**config.mk**
```make
export PLATFORM = sky130hd
export DESIGN_NAME = lat_cmd_decoder
export DESIGN_NICKNAME = d
export VERILOG_FILES = /design/src/rtl/lat_cmd_decoder.sv
export SDC_FILE = /design/constraint.sdc
export NUM_CORES = 1
export LEC_CHECK = 0
export ABC_AREA = 1
export CAP_MARGIN = 15
export CELL_PAD_IN_SITES_DETAIL_PLACEMENT = 1
export CELL_PAD_IN_SITES_GLOBAL_PLACEMENT = 1
export CORE_UTILIZATION = 30
export DETAILED_ROUTE_END_ITERATION = 6
export GPL_TIMING_DRIVEN = 0
export PLACE_DENSITY = 0.76
export REMOVE_ABC_BUFFERS = 1
export SLEW_MARGIN = 20
export SYNTH_ARGS = -nofsm -noshare
export SYNTH_HDL_FRONTEND = slang
export SYNTH_SLANG_ARGS = --single-unit
export TNS_END_PERCENT = 30
```
**constraint.sdc**
```tcl
create_clock -name clk -period 1.78 [get_ports clk]
set_clock_uncertainty 0.15 [all_clocks]
set_input_delay 0.267 -clock clk [delete_from_list [all_inputs] [get_ports clk]]
set_output_delay 0.267 -clock clk [all_outputs]
set_load 0.005 [all_outputs]
```
**src/rtl/lat_cmd_decoder.sv**
```systemverilog
// Driver-side serial command decoder: counts SCLK rises while LAT is high and decodes the count. Optional LAT_DECODER_ERR_CNT_EN.
// Latency: LAT pin fall to result pulse = SYNC_STAGES+2 clk.
// Backpressure: none; the bus is sampled every clk and pulses are never held.
module lat_cmd_decoder #(
  parameter int SR_WIDTH    = 48,
  parameter int SYNC_STAGES = 2,
  parameter int CNT_W       = 5
) (
  input  logic                clk,
  input  logic                rst_n,
  input  logic                SCLK,
  input  logic                SIN,
  input  logic                LAT,
  output logic [SR_WIDTH-1:0] fc_reg,
  output logic                fc_valid,
  output logic [SR_WIDTH-1:0] gs_word,
  output logic                gs_word_valid,
  output logic                gs_latch,
  output logic                fcwrten_armed,
  output logic                cmd_err,
  output logic [15:0]         err_cnt
);

  typedef enum logic [1:0] {IDLE, COUNT, DECODE} state_t;

  localparam logic [CNT_W-1:0] CNT_MAX     = '1;
  localparam logic [CNT_W-1:0] CMD_FCWRTEN = CNT_W'(15);
  localparam logic [CNT_W-1:0] CMD_WRTFC   = CNT_W'(5);
  localparam logic [CNT_W-1:0] CMD_LATGS   = CNT_W'(3);
  localparam logic [CNT_W-1:0] CMD_WRTGS   = CNT_W'(1);

  logic [SYNC_STAGES-1:0] sclk_q, sin_q, lat_q;
  logic [SYNC_STAGES:0]   gate_q;
  logic                   sclk_d, lat_d;
  logic                   sclk_s, sin_s, lat_s;
  logic                   edge_en, sclk_rise, lat_fall, lat_hi;
  logic [SR_WIDTH-1:0]    sr;
  logic [CNT_W-1:0]       lat_cnt;
  logic                   armed;
  state_t                 state, state_nxt;

  assign sclk_s = sclk_q[SYNC_STAGES-1];
  assign sin_s  = sin_q[SYNC_STAGES-1];
  assign lat_s  = lat_q[SYNC_STAGES-1];

  // History flops track the synced pins during the gate window so a high SCLK never looks like an edge
  assign edge_en   = gate_q[SYNC_STAGES];
  assign sclk_rise = edge_en & sclk_s & ~sclk_d;
  assign lat_fall  = edge_en & ~lat_s & lat_d;
  // An SCLK rise coinciding with the LAT fall still belongs to the command
  assign lat_hi    = lat_s | lat_fall;

  always_ff @(posedge clk or negedge rst_n) begin
    if (!rst_n) begin
      sclk_q <= '0;
      sin_q  <= '0;
      lat_q  <= '0;
      sclk_d <= 1'b0;
      lat_d  <= 1'b0;
      gate_q <= '0;
    end else begin
      sclk_q <= {sclk_q[SYNC_STAGES-2:0], SCLK};
      sin_q  <= {sin_q[SYNC_STAGES-2:0], SIN};
      lat_q  <= {lat_q[SYNC_STAGES-2:0], LAT};
      sclk_d <= sclk_s;
      lat_d  <= lat_s;
      gate_q <= {gate_q[SYNC_STAGES-1:0], 1'b1};
    end
  end

  always_ff @(posedge clk or negedge rst_n) begin
    if (!rst_n) begin
      sr <= '0;
    end else if (sclk_rise) begin
      sr <= {sr[SR_WIDTH-2:0], sin_s};
    end
  end

  always_ff @(posedge clk or negedge rst_n) begin
    if (!rst_n) begin
      lat_cnt <= '0;
    end else if (state == DECODE) begin
      lat_cnt <= '0;
    end else if (sclk_rise && lat_hi && (lat_cnt != CNT_MAX)) begin
      lat_cnt <= lat_cnt + 1'b1;
    end
  end

  always_ff @(posedge clk or negedge rst_n) begin
    if (!rst_n) begin
      state <= IDLE;
    end else begin
      state <= state_nxt;
    end
  end

  always_comb begin
    state_nxt = state;
    case (state)
      IDLE:    if (sclk_rise && lat_hi) state_nxt = lat_fall ? DECODE : COUNT;
      COUNT:   if (lat_fall) state_nxt = DECODE;
      DECODE:  state_nxt = IDLE;
      default: state_nxt = IDLE;
    endcase
  end

  always_ff @(posedge clk or negedge rst_n) begin
    if (!rst_n) begin
      fc_reg        <= '0;
      fc_valid      <= 1'b0;
      gs_word       <= '0;
      gs_word_valid <= 1'b0;
      gs_latch      <= 1'b0;
      cmd_err       <= 1'b0;
      armed         <= 1'b0;
    end else begin
      fc_valid      <= 1'b0;
      gs_word_valid <= 1'b0;
      gs_latch      <= 1'b0;
      cmd_err       <= 1'b0;
      if (state == DECODE) begin
        case (lat_cnt)
          CMD_FCWRTEN: armed <= 1'b1;
          CMD_WRTFC: begin
            // An unarmed WRTFC leaves the arm state and fc_reg untouched
            if (armed) begin
              fc_reg   <= sr;
              fc_valid <= 1'b1;
              armed    <= 1'b0;
            end else begin
              cmd_err  <= 1'b1;
            end
          end
          CMD_LATGS: begin
            gs_word  <= sr;
            gs_latch <= 1'b1;
            armed    <= 1'b0;
          end
          CMD_WRTGS: begin
            gs_word       <= sr;
            gs_word_valid <= 1'b1;
            armed         <= 1'b0;
          end
          default: begin
            cmd_err <= 1'b1;
            armed   <= 1'b0;
          end
        endcase
      end
    end
  end

  assign fcwrten_armed = armed;

`ifdef LAT_DECODER_ERR_CNT_EN
  always_ff @(posedge clk or negedge rst_n) begin
    if (!rst_n) begin
      err_cnt <= '0;
    end else if (cmd_err && (err_cnt != 16'hFFFF)) begin
      err_cnt <= err_cnt + 16'd1;
    end
  end
`else
  assign err_cnt = 16'h0000;
`endif

endmodule

```
==> results.toml <==
[run_status]
status = "finished, violations left"
violations = "negative setup slack"

[setup_path]
rrSetupSlack_ns = -0.1
setup.worst_path.class = "reg -> reg"
worstPathCellList = "inv_1 > ha_2 > inv_2 > nor2_4 > nand2_2 > nor2_4 > buf_12 > nand2_8 > nand2_1 > nand2_1"
rr_worst_depth = 10
critPathArrivalTime_ns = 2.04
r2r-start = "lat_cnt[1]$_DFFE_PN0P_"
max_stage_delay_ns = 0.42
worst-path-max-fanout = 12
cp-endpoint = "fc_reg[22]$_DFFE_PN0P_"
startpoint = "lat_cnt[1]$_DFFE_PN0P_"
critPathLaunchType = "flop"
worst_r2r_endpoint = "fc_reg[22]$_DFFE_PN0P_"
crit_slowest_cell = "dfrtp_1"
worstSetupEndpointType = "flop"
critPathRequiredTime_ns = 1.95

[cells_and_area]
syn2layout_area_growth_pct = 44.5
finalNonFillerCells = 1145
diodes = 0
drive_gt1_share_pct = 19.3
fin_nets = 866
fillCellCount = 2390

[yosys]
yosys.area.top_type_share_pct = 63.9
ys_warn_count = 0
yosys.area_share.simple_pct = 28.9
synth_ff_type = "dfrtp_1"
synth_compound_area_share_pct = 0.536
synth_xor_area_share_pct = 0
synth_common_cells = "400 x nand2_1, 167 x dfrtp_1, 59 x nand3_1, 21 x buf_4"
synth_most_common_cell = "nand2_1"
avgSynthCellArea_um2 = 9.03
ys_types = 19
synth.area.mux_share_pct = 0
synth_top_family_by_area = "simple AND/OR/NAND/NOR gates"
synth_edf_count = 0
synth_area_leader_cell = "dfrtp_1"
syn-cell-area_um2 = 6540
synthAdderAreaFrac_pct = 0.766
synthCells = 724
synthTopCellsByArea = "dfrtp_1 64%, nand2_1 23%, nand3_1 4.5%"
synthArstFlopShare_pct = 100
ys_ff_latch = 167
yosysSeqAreaShare_pct = 63.9

[die]
io_pins = 122
start_util_pct = 30.8
die_y_um = 150
die_width_um = 150
num_rows = 53
die_area_um2 = 22400
core_area_um2 = 21200

[routing]
drc = 0
drt-pass1-iter-count = 5
routedWlPerCell_um = 19.3
drt-initial-drc-count = 178
wirelength_um = 22100
via_per_inst = 4.67
vias = 5345
antenna_left = 0

[sta]
finalSetupViolCount = 89
fmax_mhz = 533
timing.final.hold_violations = 0
tightest_slew_ns = 0.687
period_needed_ns = 1.88
maxSlewHeadroom_pct = 54.2
tns_ns = -3.44
timing.final.crit_share_pct = 105
hold_slack_ns = 0.134
maxSlewViolCount = 0
fin_ws_ns = -0.0950
rsz0062_at_grt = "yes"

[cts]
htree_levels = 4
cts_tree = "built"
clk_pin_slew_ns = 0.07
cts.sinks = 167
root_buffer = "clkbuf_16"
clock_path_buffers = 2
cts_buffers = 17
clock_latency_ns = 0.42

[placed_design]
place.detailed.hpwl_um = 10300
globalplace.congestion = 0.691
place_inst = 1074
post-place-ws_ns = -0.928
io_buffers = 105

[pwr]
leakage_nw = 5.15
combinationalPowerShare_pct = 18.5
powerDensity_nw_per_um2 = 1020
power.share.clock_pct = 38.6
power_w = 0.00960
ir_worst_vdd_mv = 0.689
share_seq_of_total_power_pct = 42.9
p_int_w = 0.00658
p_switching_w = 0.00301
swShare_pct = 31.4

[global_route]
grt_pass1_vias = 5376
grt_first_pass_wirelength_um = 31600
grtUsageTotal_pct = 19.2
antenna_found_initial = 0
grt_max_degree = 62
overflow = 0

[flow_run]
cap_violations = 0

[hold_path]
min_path_cells = 1
hp-class = "in -> reg"
## cell type report
type	instances	area, um^2	share of cell area [%]
Multi-Input combinational cell	520	2670	28.2
Timing Repair Buffer	138	1620	17.2
Clock buffer	20	467	4.94
Tap cell	275	344	3.64
Clock inverter	12	116	1.23
Inverter	13	48.8	0.517
Sequential cell	167	4180	44.3
## what timing repair did
item                       4_1_cts  5_1_grt
gates cloned                     8       10
setup buffers                   12        8
gates resized for setup         25      114
hold endpoints to repair        49        0
setup endpoints to repair      149      126
pin swaps                       11       26
hold buffers                     1        0
## placed cells by master, fill, tap and decap left out, types with 5 or more instances in the layout
master	netlist	final
conb_1	2	17
nand3_1	59	55
nor2_4	0	6
inv_1	11	9
buf_12	0	8
clkbuf_16	0	21
clkdlybuf4s50_1	0	89
nand2_1	400	329
nand2_2	0	49
dfrtp_1	167	166
nand2_8	0	14
buf_4	21	10
dlymetal6s2s_1	0	15
clkinvlp_4	0	5
nor2_1	14	9
nand2_4	0	19
## through the flow
step | cell area (um^2) | utilization (%)
after floorplan | 6260 | -
after global routing | 9450 | 44.5
after global placement | 7660 | 36.1
final | 9450 | 44.5
after CTS | 8840 | 41.7
after detailed placement | 7880 | 37.2
## cells by family (layout without fill, tap and decap cells)
logic type / after synthesis / in the layout
simple gates: 479 / 492
flops: 167 / 167
buf+inv: 65 / 183
compound gates: 7 / 7
fa+ha+maj: 4 / 4
other cells: 2 / 17
## worst min-delay path by stage
stage,startpoint,to
finish,LAT,lat_q[0]$_DFF_PN0_
global route,LAT,lat_q[0]$_DFF_PN0_
CTS,LAT,lat_q[0]$_DFF_PN0_
detailed placement,rst_n,fc_reg[10]$_DFFE_PN0P_
global placement,gate_q[1]$_DFF_PN0_,gate_q[2]$_DFF_PN0_
floorplan,rst_n,cmd_err$_DFF_PN0_
## power by group through the flow
stage / Clock (W) / Sequential (W) / Combinational (W)
2_1_floorplan: 0 / 0.00413 / 0.000472
3_3_place_gp: 0 / 0.00416 / 0.000763
3_5_place_dp: 0 / 0.00417 / 0.000993
4_1_cts: 0.00380 / 0.00410 / 0.00169
5_1_grt: 0.00395 / 0.00413 / 0.00192
6_report: 0.00371 / 0.00411 / 0.00177
## metal layers
metal / GRT usage [%] / wire [um]
met1: 25.6 / 10100
met2: 31.7 / 10800
met3: 3.54 / 988
met4: 5.10 / 279
met5: 0 / 0
## critical path, delay by kind of cell, from the launching register on
kind | cells | cell delay [ns]
and+or+nand+nor | 6 | 0.69
DFF | 1 | 0.42
buffers and inverters | 3 | 0.33
adders and majority gates | 1 | 0.17
Note: power is estimated with default switching activity, not from simulation.
